`config.mk`:
```
export PLATFORM = sky130hd
export DESIGN_NAME = rptr_empty_flat
export DESIGN_NICKNAME = d
export VERILOG_FILES = /design/src/rtl/rptr_empty_if.sv /design/src/rtl/rptr_empty.sv /design/src/flat_wrapper.sv
export SDC_FILE = /design/constraint.sdc
export NUM_CORES = 1
export LEC_CHECK = 0
export CAP_MARGIN = 20
export CELL_PAD_IN_SITES_DETAIL_PLACEMENT = 0
export CELL_PAD_IN_SITES_GLOBAL_PLACEMENT = 1
export CORE_MARGIN = 2
export CORE_UTILIZATION = 37
export DETAILED_ROUTE_END_ITERATION = 8
export HOLD_SLACK_MARGIN = 0.05
export PLACE_DENSITY_LB_ADDON = 0.1
export REMOVE_ABC_BUFFERS = 1
export SLEW_MARGIN = 10
export SYNTH_ARGS = -nofsm -noshare
export SYNTH_HDL_FRONTEND = slang
export SYNTH_SLANG_ARGS = --single-unit
```
`constraint.sdc`:
```
create_clock -name rclk -period 2.9 [get_ports rclk]
set_input_delay 0.29 -clock rclk [delete_from_list [all_inputs] [get_ports rclk]]
set_output_delay 0.29 -clock rclk [all_outputs]
set_load 0.005 [all_outputs]
```
`src/rtl/rptr_empty_if.sv`:
```
// Read-side FIFO bus: read request and synchronized write pointer in,
// read address, Gray read pointer and registered status out.
interface rptr_empty_if #(
  parameter int ADDRSIZE = 4
);
  logic                rinc;
  logic [ADDRSIZE:0]   rq2_wptr;
  logic [ADDRSIZE-1:0] raddr;
  logic [ADDRSIZE:0]   rptr;
  logic                rempty;
  logic                raempty;
  logic [ADDRSIZE:0]   rcount;
  logic                runderflow;

  // Handshake: a read is taken on any rclk edge where rinc=1 and the
  // registered rempty=0; rinc while empty is dropped and flagged as underflow.
  modport master (
    output rinc, rq2_wptr,
    input  raddr, rptr, rempty, raempty, rcount, runderflow
  );

  modport slave (
    input  rinc, rq2_wptr,
    output raddr, rptr, rempty, raempty, rcount, runderflow
  );
endinterface

```
`src/rtl/rptr_empty.sv`:
```
// Read-domain pointer and status generator for a dual-clock FIFO: owns the
// read pointer (binary + Gray) and produces registered empty/almost-empty/count.
module rptr_empty #(
  parameter int ADDRSIZE      = 4,
  parameter int AEMPTY_THRESH = 2
) (
  input logic          rclk,
  input logic          rrst_n,
  rptr_empty_if.slave  bus
);
  localparam int PW = ADDRSIZE + 1;
  localparam logic [ADDRSIZE:0] AE_THR = PW'(AEMPTY_THRESH);

  logic [ADDRSIZE:0] rbin_q, rbin_d;
  logic [ADDRSIZE:0] rptr_q, rptr_d;
  logic [ADDRSIZE:0] rcount_q, rcount_d;
  logic [ADDRSIZE:0] wbin_s;
  logic              rempty_q, rempty_d;
  logic              raempty_q, raempty_d;
  logic              runderflow_q, runderflow_d;
  logic              rd_ok;

  // Gray-to-binary: each binary bit is the XOR of all Gray bits at or above it.
  always_comb begin
    wbin_s = '0;
    for (int i = 0; i <= ADDRSIZE; i++) begin
      wbin_s[i] = ^(bus.rq2_wptr >> i);
    end
  end

  always_comb begin
    rd_ok        = bus.rinc & ~rempty_q;
    rbin_d       = rbin_q + {{ADDRSIZE{1'b0}}, rd_ok};
    rptr_d       = (rbin_d >> 1) ^ rbin_d;
    rcount_d     = wbin_s - rbin_d;
    // Comparing next-state pointers lets the last read raise empty on its own edge.
    rempty_d     = (rptr_d == bus.rq2_wptr);
    raempty_d    = (rcount_d <= AE_THR);
    runderflow_d = runderflow_q | (bus.rinc & rempty_q);
  end

  always_ff @(posedge rclk or negedge rrst_n) begin
    if (!rrst_n) begin
      rbin_q       <= '0;
      rptr_q       <= '0;
      rcount_q     <= '0;
      rempty_q     <= 1'b1;
      raempty_q    <= 1'b1;
      runderflow_q <= 1'b0;
    end else begin
      rbin_q       <= rbin_d;
      rptr_q       <= rptr_d;
      rcount_q     <= rcount_d;
      rempty_q     <= rempty_d;
      raempty_q    <= raempty_d;
      runderflow_q <= runderflow_d;
    end
  end

  assign bus.raddr      = rbin_q[ADDRSIZE-1:0];
  assign bus.rptr       = rptr_q;
  assign bus.rempty     = rempty_q;
  assign bus.raempty    = raempty_q;
  assign bus.rcount     = rcount_q;
  assign bus.runderflow = runderflow_q;
endmodule

```
`src/flat_wrapper.sv`:
```
// flat-port wrapper written by rule: the top's interface ports become plain ports
module rptr_empty_flat 
#(
  parameter int ADDRSIZE      = 4,
  parameter int AEMPTY_THRESH = 2
)
  (rclk, rrst_n, bus_rinc, bus_rq2_wptr, bus_raddr, bus_rptr, bus_rempty, bus_raempty, bus_rcount, bus_runderflow);
  rptr_empty_if #(.ADDRSIZE(ADDRSIZE)) bus_i ();
  input logic rclk;
  input logic rrst_n;
  input wire logic [$bits(bus_i.rinc)-1:0] bus_rinc;
  input wire logic [$bits(bus_i.rq2_wptr)-1:0] bus_rq2_wptr;
  output wire logic [$bits(bus_i.raddr)-1:0] bus_raddr;
  output wire logic [$bits(bus_i.rptr)-1:0] bus_rptr;
  output wire logic [$bits(bus_i.rempty)-1:0] bus_rempty;
  output wire logic [$bits(bus_i.raempty)-1:0] bus_raempty;
  output wire logic [$bits(bus_i.rcount)-1:0] bus_rcount;
  output wire logic [$bits(bus_i.runderflow)-1:0] bus_runderflow;
  assign bus_i.rinc = bus_rinc;
  assign bus_i.rq2_wptr = bus_rq2_wptr;
  assign bus_raddr = bus_i.raddr;
  assign bus_rptr = bus_i.rptr;
  assign bus_rempty = bus_i.rempty;
  assign bus_raempty = bus_i.raempty;
  assign bus_rcount = bus_i.rcount;
  assign bus_runderflow = bus_i.runderflow;
  rptr_empty #(.ADDRSIZE(ADDRSIZE), .AEMPTY_THRESH(AEMPTY_THRESH)) u_core (.rclk(rclk), .rrst_n(rrst_n), .bus(bus_i));
endmodule
```
# Yosys cells after proc, flatten, opt, wreduce, memory -nomap -nowiden
# Index checks and enable logic that the tools add are counted.
[totals]
ff_bits = 18
output_inout_bits = 17
[classes]
order_cmp = 1
n_eq_ne = 1
reduce_logical = 5
addsub = 2
bitwise = 5
[op_table]
columns = ["operator", "count"]
rows = [
  ["$reduce_xor 5->1", 5],
  ["$add 5x1->5", 1],
  ["$eq 5x5->1", 1],
  ["$le 5x2->1 const B", 1],
  ["$sub 5x5->5", 1],
  ["$xor 4x5->5", 1],
  ["$and 1x1->1", 2],
  ["$not 1->1", 1],
  ["$or 1x1->1", 1],
]

# Depth between registers and ports, before layout
# Gate-level depths: netlist (run 1).
[logic_depth]
depth_word = 5
depth_mapped = 11

# Worst setup path before layout (run 1)
# OpenSTA, ideal clock, no wires.
[synth_path]
kind = "register -> register"
start = "register u_core.rempty_q (netlist: u_core.bus.rempty)"
end = "register u_core.raempty_q (netlist: u_core.bus.raempty)"
n_path_buf = 0
slack_ns = 0.405
setup_ns = 0.075
period_less_slack_ns = 2.495
arrival_time_ns = 2.420
path_stages_with_launch = 12
cell_sequence = "dfstp_2 > nor2b_1 > ha_1 > ha_1 > xor2_2 > inv_1 > ha_1 > a21boi_0 > inv_1 > a221oi_2 > o2111ai_1 > nor3_2"
[synth_via]
elab_chain_len = 5
[synth_lines]
columns = ["element", "line", "rtl"]
rows = [
  ["from (decl)", "rptr_empty.sv:18", "logic rempty_q, rempty_d;"],
  ["from (signal assigned)", "rptr_empty.sv:54", "rempty_q <= rempty_d;"],
  ["$not 1->1", "rptr_empty.sv:32", "rd_ok = bus.rinc & ~rempty_q;"],
  ["$and 1x1->1", "rptr_empty.sv:32", ""],
  ["$add 5x1->5", "rptr_empty.sv:33", "rbin_d = rbin_q + {{ADDRSIZE{1'b0}}, rd_ok};"],
  ["net u_core.rbin_d[2]", "rptr_empty.sv:14", "logic [ADDRSIZE:0] rbin_q, rbin_d;"],
  ["$sub 5x5->5", "rptr_empty.sv:35", "rcount_d = wbin_s - rbin_d;"],
  ["$le 5x2->1", "rptr_empty.sv:38", "raempty_d = (rcount_d <= AE_THR);"],
  ["net u_core.raempty_d", "rptr_empty.sv:19", "logic raempty_q, raempty_d;"],
  ["to (signal assigned)", "rptr_empty.sv:55", "raempty_q <= raempty_d;"],
  ["to (decl)", "rptr_empty.sv:19", ""],
]
# The timed path passes the listed nets, and every way through them passes these cells.

# Final worst setup path (run 1)
[layout_path]
start = "input port bus_rq2_wptr[3]"
end = "register u_core.raempty_q (netlist: u_core.bus.raempty)"
[layout_via]
elab_chain_len = 3
[layout_lines]
columns = ["element", "line", "rtl"]
rows = [
  ["from (decl)", "flat_wrapper.sv:12", "input wire logic [$bits(bus_i.rq2_wptr)-1:0] bus_rq2_wptr;"],
  ["$reduce_xor 5->1", "rptr_empty.sv:27", "wbin_s[i] = ^(bus.rq2_wptr >> i);"],
  ["$sub 5x5->5 *", "rptr_empty.sv:35", ""],
  ["$le 5x2->1 *", "rptr_empty.sv:38", ""],
  ["net u_core.raempty_d", "rptr_empty.sv:19", ""],
]
# The timed path passes the listed nets; every way through them passes the cells marked *.

==> results of run 1 <==
final cells by class:
cell class / instances / area [um^2]
Clock buffer: 3 / 22.5
Clock inverter: 1 / 5.00
Fill cell: 243 / 1170
Inverter: 7 / 26.3
Multi-Input combinational cell: 57 / 543
Sequential cell: 17 / 428
Tap cell: 30 / 37.5
Timing Repair Buffer: 31 / 293
state kept, by name, summed over array words and instances, names as in the netlist:
register,count
u_core.bus.rptr,4
u_core.bus.runderflow,1
u_core.bus.rcount,5
u_core.bus.raempty,1
u_core.rbin_q,5
u_core.bus.rempty,1
per-layer routing:
layer  up-vias  wire, um  share of wire (%)
li1        352         -                  -
met1       338       947                 49
met2        16       893                 46
met3         4        52                2.7
met4         0        51                2.6
met5         -         0                  0
metrics by stage:
step / std cells / total power (uW) / utilization [%] / hold slack (ns)
floorplan: 81 / 1140 / - / -0.00559
global placement: 142 / 1560 / 52.6 / 0.439
detailed placement: 142 / 1570 / 52.6 / 0.443
CTS: 146 / 1700 / 53.7 / 0.459
global route: 146 / 1840 / 53.7 / 0.501
finish: 146 / 1680 / 53.7 / 0.432
layout by cell type, fill, tap and decap left out, drive strengths merged, types with 2 or more instances in the layout:
master / n
clkdlybuf4s50: 24
ha: 5
inv: 7
nor2: 4
nand3: 2
buf: 7
or2: 2
xnor2: 5
dfstp: 2
nor3b: 2
clkbuf: 3
nand2: 4
dfrtp: 15
xnor3: 2
xor2: 12
worst max path at each step:
stage / cells after the start / to / start
after global routing: 12 / u_core.bus.raempty / bus_rinc
final: 10 / u_core.bus.raempty / bus_rq2_wptr[3]
after floorplan: 11 / u_core.bus.raempty / u_core.bus.rempty
after global placement: 10 / u_core.bus.raempty / bus_rq2_wptr[3]
after CTS: 10 / u_core.bus.raempty / bus_rq2_wptr[3]
after detailed placement: 10 / u_core.bus.raempty / bus_rq2_wptr[3]
power groups by stage:
stage / sequential [uW] / clock (uW) / combinational, uW
3_3_place_gp: 437 / 0 / 1130
6_report: 434 / 127 / 1120
5_1_grt: 448 / 140 / 1260
3_5_place_dp: 440 / 0 / 1130
4_1_cts: 435 / 131 / 1130
2_1_floorplan: 452 / 0 / 683
critical path: cells and delay by family:
| family | cells | cell delay (ns) |
|---|---|---|
| XOR/XNOR | 3 | 0.80 |
| AND/OR/NAND/NOR | 2 | 0.62 |
| buffers and inverters | 2 | 0.53 |
| adder cells (fa/ha/maj) | 2 | 0.43 |
| AO/OA/AOI/OAI | 1 | 0.17 |
cells by family (layout without fill, tap and decap cells):
group           after synthesis  count (layout)  share of synthesized area (%)
compound gates               13              13                           12.0
xor+xnor                     19              19                           24.4
fa+ha+maj                     5               5                           6.25
buf+inv                       8              42                           3.00
flops                        17              17                           42.7
simple gates                 20              20                           11.6
==> qor.txt, run 1 <==
fin crit share = 90.5%
hold_buf cts = 0
Worst-Margin Slew = 0.755 ns
share of cells above drive strength 1 = 22.4%
Die H = 56.0 um
top-count cell post-synth = dfrtp_1
Clock power frac = 7.5%
global-route wire length before repair = 3430 um
Initial Util = 39.7%
clk root buf = clkbuf_4
YS warnings = 0
GRT Util Overall = 14.2%
Clock Latency Late Sink = 0.29 ns
M1 GR Usage = 19.5%
Crit Path Class = primary input to register
max cap viols = 0
Slew Viols, Final = 0
crit path launch type = primary input
Syn-to-layout area delta = 35.4%
core area = 2520 um^2
Setup TNS Final = 0 ns
reg2reg start = u_core.bus.rempty
clk sinks = 17
worst endpoint data arrival time = 2.84 ns
Critical R2R Capture = u_core.bus.raempty
WP data required = 3.12 ns
Net Sw Frac = 40.2%
Seq cells post-synth = 17
FP Rows = 18
clk buf depth = 2
Critical Path Fanout Max = 3
r2r setup slk = 0.36 ns
Worst-path clk slew = 0.10 ns
Leak = 0.000607 uW
Final WS setup = 0.275 ns
synthesized cell area = 1000 um^2
H-tree depth = 1
Seq pwr share = 25.8%
Hold WC Path Type = primary input to asynchronous set/reset pin
gp weighted congestion = 0.821
Max VDD drop = 652 uV
Finish-stage setup viols = 0
Rel. slew slack = 49.5%
Post-synth top cells = 15 x dfrtp_1, 9 x xor2_1, 7 x inv_1
Internal Power = 1010 uW
full die area = 3140 um^2
Synth top area share = 37.5%
number of global-route vias before repair = 715
final count of hold timing violations = 0
CP max stage cell = or4_1
DR iter-0 viols = 5
EDFF count, synth = 0
GR Util met3 = 1.63%
Vias/cell = 4.86
most used routing layer = met2
power share of the combinational group = 66.7%
status = finished, final reports clean
DRT Pass-1 Iters = 2
Final Cell Area = 1360 um^2
ant diodes = 0
post-CTS repair timing setup buffer count = 0
Pwr per Cell Area = 1240 nW/um^2
die width = 56.0 um
Max Fclk = 381 MHz
global routing usage on met2 = 21.7%
DR vias = 710
Nets = 130
Final Critical Period = 2.63 ns
Yosys top cell by area = dfrtp_1
IO Count = 25
CTS resizes = 0
placed inst area = 1330 um^2
Mean Syn Cell Area = 12.2 um^2
largest net degree at the start of global routing = 18
routed wire length = 1940 um
PortBufs = 24
CTS buffer count = 3
CTS tree = built
Primary FF master, synth = dfrtp_1
ranking of synthesized cells by area = dfrtp_1 38%, xor2_1 7.9%, ha_1 6.3%
Setup WS pre-CTS = -0.0363 ns
Most common cell on crit path = ha_1
RSZ-0062 raised after global routing = no
Fin Clk Skew = 0.00667 ns
Synth async-reset ratio = 100%
Cell variety after synth = 37
max incr delay on CP = 0.56 ns
Residual DRC = 0
cells along the critical path = clkdlybuf4s50_1, xnor3_2, xor2_2, xor2_1, ha_1, inv_1, ha_1, or4_1, o2111ai_1, nor3_2
crit end category = register
Psw = 677 uW
dpl hpwl = 1600 um
FF-to-FF path depth = 11
GRT overflow = 0
Gate Count Post-Synth = 82
register area share after synthesis = 42.8%
post-DR wirelength/cell = 13.3 um
antenna viol nets, final = 0
initial antenna violation count = 0
No activity file was read; power rests on OpenSTA's default activity.
==> run 2: changes to the inputs <==
Settings changed: CELL_PAD_IN_SITES_DETAIL_PLACEMENT 0 to 1, HOLD_SLACK_MARGIN 0.05 to 0.02, SKIP_LAST_GASP from default to 1.
==> run 2 against run 1 <==
Register-to-register slack worse by 0.07 ns. Clock-buffer cell count unchanged. Critical path depth up 2. Largest power group unchanged. Highest routed layer unchanged. Non-clock buffer count unchanged. Clock power is essentially flat. Power increased by 1.9%. Clock skew down 0.0048 ns. Core utilization unchanged.
==> qor.txt, run 2 (synthesis results as in run 1) <==
CTS buffer count = 3
total chip power = 1710 uW
worst endpoint data arrival time = 2.85 ns
DRT Pass-1 Iters = 4
Max Fclk = 380 MHz
Clock Latency Late Sink = 0.28 ns
DR vias = 736
Rel. slew slack = 48.1%
Max VDD drop = 710 uV
Inst Count DP = 142
Pwr per Cell Area = 1260 nW/um^2
hold_buf cts = 0
power share of the combinational group = 67.2%
RSZ-0062 raised after global routing = no
initial antenna violation count = 0
Critical Path Fanout Max = 2
Psw = 707 uW
Worst-Margin Slew = 0.776 ns
status = finished, final reports clean
CTS resizes = 0
largest net degree at the start of global routing = 18
crit path launch type = primary input
GRT Util Overall = 15.7%
Finish-stage setup viols = 0
Crit Path Class = primary input to register
H-tree depth = 1
share of cells above drive strength 1 = 22.4%
commonest non-fill, non-tap cell in the layout = clkdlybuf4s50_1
Vias/cell = 5.04
fin crit share = 90.7%
post-CTS repair timing setup buffer count = 0
antenna viol nets, final = 0
full die area = 3140 um^2
final std cells w/o fill = 146
Clock power frac = 7.4%
Seq pwr share = 25.4%
PortBufs = 24
CTS tree = built
gp weighted congestion = 0.821
post-DR wirelength/cell = 15.5 um
clk root buf = clkbuf_4
Net Sw Frac = 41.2%
Fin Clk Skew = 0.00188 ns
final count of hold timing violations = 0
crit end category = register
WP data required = 3.12 ns
die width = 56.0 um
DR iter-0 viols = 6
Nets = 130
Leak = 0.000607 uW
IO Count = 25
Residual DRC = 0
global-route wire length before repair = 3870 um
Internal Power = 1010 uW
CP max stage cell = clkdlybuf4s50_1
Syn-to-layout area delta = 35.4%
Slew Viols, Final = 0
routed wire length = 2260 um
hold_ws = 0.451 ns
number of global-route vias before repair = 780
commonest non-fill, non-tap cells in the layout = 24 x clkdlybuf4s50_1, 15 x dfrtp_1, 9 x xor2_1
max cap viols = 0
Most common cell on crit path = ha_1
FP Rows = 18
cells along the critical path = clkdlybuf4s50_1, nor2b_1, ha_1, ha_1, xor2_2, inv_1, ha_1, a21boi_0, inv_1, a221oi_2, o2111ai_1, nor3_2
core area = 2520 um^2
Die H = 56.0 um
Hold WC Path Type = primary input to asynchronous set/reset pin
GRT overflow = 0
Worst-path clk slew = 0.10 ns
ant diodes = 0
clk buf depth = 2
dpl hpwl = 1830 um
Final Critical Period = 2.63 ns
max incr delay on CP = 0.48 ns
clk sinks = 17
Initial Util = 39.7%
-- run 2: cell counts in the layout (fill, tap and decap cells not counted) --
No cell type changed its count.
-- run 2: worst max-delay path, delay by kind of cell --
kind                     cells  cell delay [ns]
AO/OA/AOI/OAI                3             0.71
adder cells (fa/ha/maj)      3             0.69
buffers and inverters        3             0.67
AND/OR/NAND/NOR              2             0.30
XOR/XNOR                     1             0.17
-- run 2: per-layer routing --
layer	share of wire, %	vias up	track usage (%)	routed length (um)
li1	-	349	-	-
met1	45	366	20.3	1010
met2	51	17	26.6	1150
met3	2.8	4	1.63	63
met4	1.7	0	6.80	38
met5	0	-	0	0
-- run 2: layout make-up --
| cell class | instances | area [um^2] |
|---|---|---|
| clock buffer | 3 | 22.5 |
| timing repair buffer | 31 | 293 |
| clock inverter | 1 | 5.00 |
| tap | 30 | 37.5 |
| inverter | 7 | 26.3 |
| sequential | 17 | 428 |
| fill | 286 | 1170 |
| multi-input combinational | 57 | 543 |
-- run 2: through the flow --
stage | setup TNS, ns | utilization (%) | area [um^2] | setup WS [ns]
floorplan | 0 | - | 997 | 0.405
global placement | -0.0222 | 52.6 | 1330 | -0.0222
detailed placement | -0.0304 | 52.6 | 1330 | -0.0304
CTS | 0 | 53.7 | 1360 | 0.242
global route | 0 | 53.7 | 1360 | 0.0535
finish | 0 | 53.7 | 1360 | 0.268
-- run 2: path summary, 6_finish.rpt --
check / slack, ns / cells past startpoint / startpoint / endpoint
max reg2reg: 0.29 / 11 / u_core.bus.rempty / u_core.bus.raempty
min: 0.45 / 1 / rrst_n / u_core.rbin_q[0]
min in group rclk: 0.46 / 1 / u_core.bus.runderflow / u_core.bus.runderflow
min reg2reg: 0.46 / 1 / u_core.bus.runderflow / u_core.bus.runderflow
max: 0.27 / 12 / bus_rinc / u_core.bus.raempty
max in group asynchronous: 1.97 / 1 / rrst_n / u_core.rbin_q[3]
-- run 2: power groups by stage --
stage | clock, uW | combinational, uW | sequential (uW)
detailed placement | 0 | 1160 | 445
CTS | 133 | 1160 | 439
floorplan | 0 | 683 | 452
global route | 144 | 1260 | 453
finish | 126 | 1150 | 436
global placement | 0 | 1130 | 437
==> run 3: changes to the inputs <==
Settings changed: CELL_PAD_IN_SITES_DETAIL_PLACEMENT 1 to default, CELL_PAD_IN_SITES_GLOBAL_PLACEMENT 1 to default, CORE_UTILIZATION 37 to 40, DONT_BUFFER_PORTS from default to 1, PLACE_DENSITY_LB_ADDON 0.1 to default.
==> run 3 against run 2 <==
Setup slack better by 0.067 ns. Cell count down 20%. Fmax up 2.6%. Flip-flop and latch count unchanged. Hold slack worse by 0.33 ns. Die area down 7.0%. Clock power down 5%. Routed wire length down 26%. Non-clock buffer count down 29. Critical endpoint unchanged. Sequential power up 6.0%. Critical path depth down 4.
==> qor.txt, run 3 (synthesis results as in run 1) <==
dpl hpwl = 1330 um
largest net degree at the start of global routing = 18
commonest non-fill, non-tap cells in the layout = 15 x dfrtp_1, 9 x xor2_1, 7 x inv_1
worst endpoint data arrival time = 2.78 ns
Pwr per Cell Area = 1320 nW/um^2
Slew Viols, Final = 0
final count of hold timing violations = 0
DR iter-0 viols = 12
GR Util met3 = 1.94%
Worst-Margin Slew = 0.718 ns
Leak = 0.000486 uW
clk sinks = 17
Vias/cell = 5.16
Final Critical Period = 2.56 ns
initial antenna violation count = 0
Max Fclk = 390 MHz
IO Count = 25
ant diodes = 0
routed wire length = 1680 um
final std cells w/o fill = 117
share of cells above drive strength 1 = 21.8%
GRT overflow = 0
fin crit share = 88.4%
Inst Count DP = 112
placed inst area = 1040 um^2
Hold WC Path Type = primary input to register
antenna viol nets, final = 0
Residual DRC = 0
Rel. slew slack = 51.9%
Setup TNS Final = 0 ns
number of global-route vias before repair = 590
clk root buf = clkbuf_4
Initial Util = 41.2%
gp weighted congestion = 0.738
Clock Latency Late Sink = 0.28 ns
RSZ-0062 raised after global routing = no
r2r setup slk = 0.34 ns
Final Cell Area = 1080 um^2
Syn-to-layout area delta = 7.75%
Die H = 54.0 um
Worst-path clk slew = 0.09 ns
DRT Pass-1 Iters = 4
Finish-stage setup viols = 0
crit path launch type = register
Fin Clk Skew = 0.000821 ns
CTS tree = built
full die area = 2920 um^2
CTS buffer count = 3
FP Rows = 18
M1 GR Usage = 18.3%
Finished Core Util = 44.3%
core area = 2430 um^2
H-tree depth = 1
global-route wire length before repair = 2710 um
Critical Path Fanout Max = 12
die width = 54.0 um
most used routing layer = met2
commonest non-fill, non-tap cell in the layout = dfrtp_1
WP data required = 3.12 ns
crit end category = register
Max VDD drop = 609 uV
status = finished, final reports clean
GRT Util Overall = 13.6%
Nets = 101
Crit Path Class = register to register
PortBufs = 0
max cap viols = 0
DR vias = 604
global routing usage on met2 = 20.3%
post-DR wirelength/cell = 14.3 um
clk buf depth = 2
-- run 3: changes by cell type in the layout (fill, tap and decap cells not counted) --
cell and change:
buf_4 -6, clkinv_2 -1, dlygate4sd3_1 +1, clkdlybuf4s50_1 -24
clkbuf_1 +1
-- run 3: per-stage QoR --
step                      setup WS, ns  total power (uW)  hold slack (ns)
after global routing             0.133              1570            0.104
after CTS                        0.328              1440            0.113
after global placement           0.298              1290         -0.00526
final                            0.335              1420            0.119
after floorplan                  0.405              1140         -0.00559
after detailed placement         0.305              1310         -0.00526
-- run 3: area by class of cell --
| class | count | area, um^2 |
|---|---|---|
| Inverter | 7 | 26.3 |
| Clock buffer | 4 | 26.3 |
| Multi-Input combinational cell | 57 | 543 |
| Timing Repair Buffer | 2 | 17.5 |
| Fill cell | 227 | 1350 |
| Sequential cell | 17 | 428 |
| Tap cell | 30 | 37.5 |
-- run 3: worst max-delay path: stages, from the launching register on --
cell,delay (ns)
dfstp_2,0.56
nor2b_1,0.06
ha_1,0.19
ha_1,0.46
xor2_1,0.23
ha_1,0.23
or4_1,0.55
o2111ai_1,0.15
nor3_2,0.06
-- run 3: what timing repair did --
action                                  in CTS  in global routing
hold endpoints to repair                    17                  0
endpoints found under the setup margin       0                  0
setup buffers                                0                  0
hold buffers                                 1                  0
gates resized for setup                      0                  0
-- run 3: path summary, 6_finish.rpt --
| check | to | start | depth (start not counted) |
|---|---|---|---|
| min | u_core.bus.runderflow | bus_rinc | 1 |
| max in group asynchronous | u_core.rbin_q[4] | rrst_n | 1 |
| max reg2reg | u_core.bus.raempty | u_core.bus.rempty | 8 |
| min in group asynchronous | u_core.bus.rptr[1] | rrst_n | 1 |
| max | u_core.bus.raempty | u_core.bus.rempty | 8 |
| min reg2reg | u_core.bus.runderflow | u_core.bus.runderflow | 1 |
-- run 3: routing by layer --
| layer | up-vias | wire length (um) | part of all wire, % |
|---|---|---|---|
| met5 | - | 0 | 0 |
| met1 | 285 | 760 | 45 |
| li1 | 294 | - | - |
| met4 | 0 | 57 | 3.4 |
| met3 | 5 | 97 | 5.8 |
| met2 | 20 | 761 | 45 |
-- run 3: power breakdown --
| part | switching (uW) | internal, uW | leakage [uW] |
|---|---|---|---|
| sequential | 89.9 | 372 | 0.000197 |
| clock | 66.4 | 53.4 | 0.0000150 |
| combinational | 467 | 370 | 0.000275 |
| total | 623 | 795 | 0.000486 |
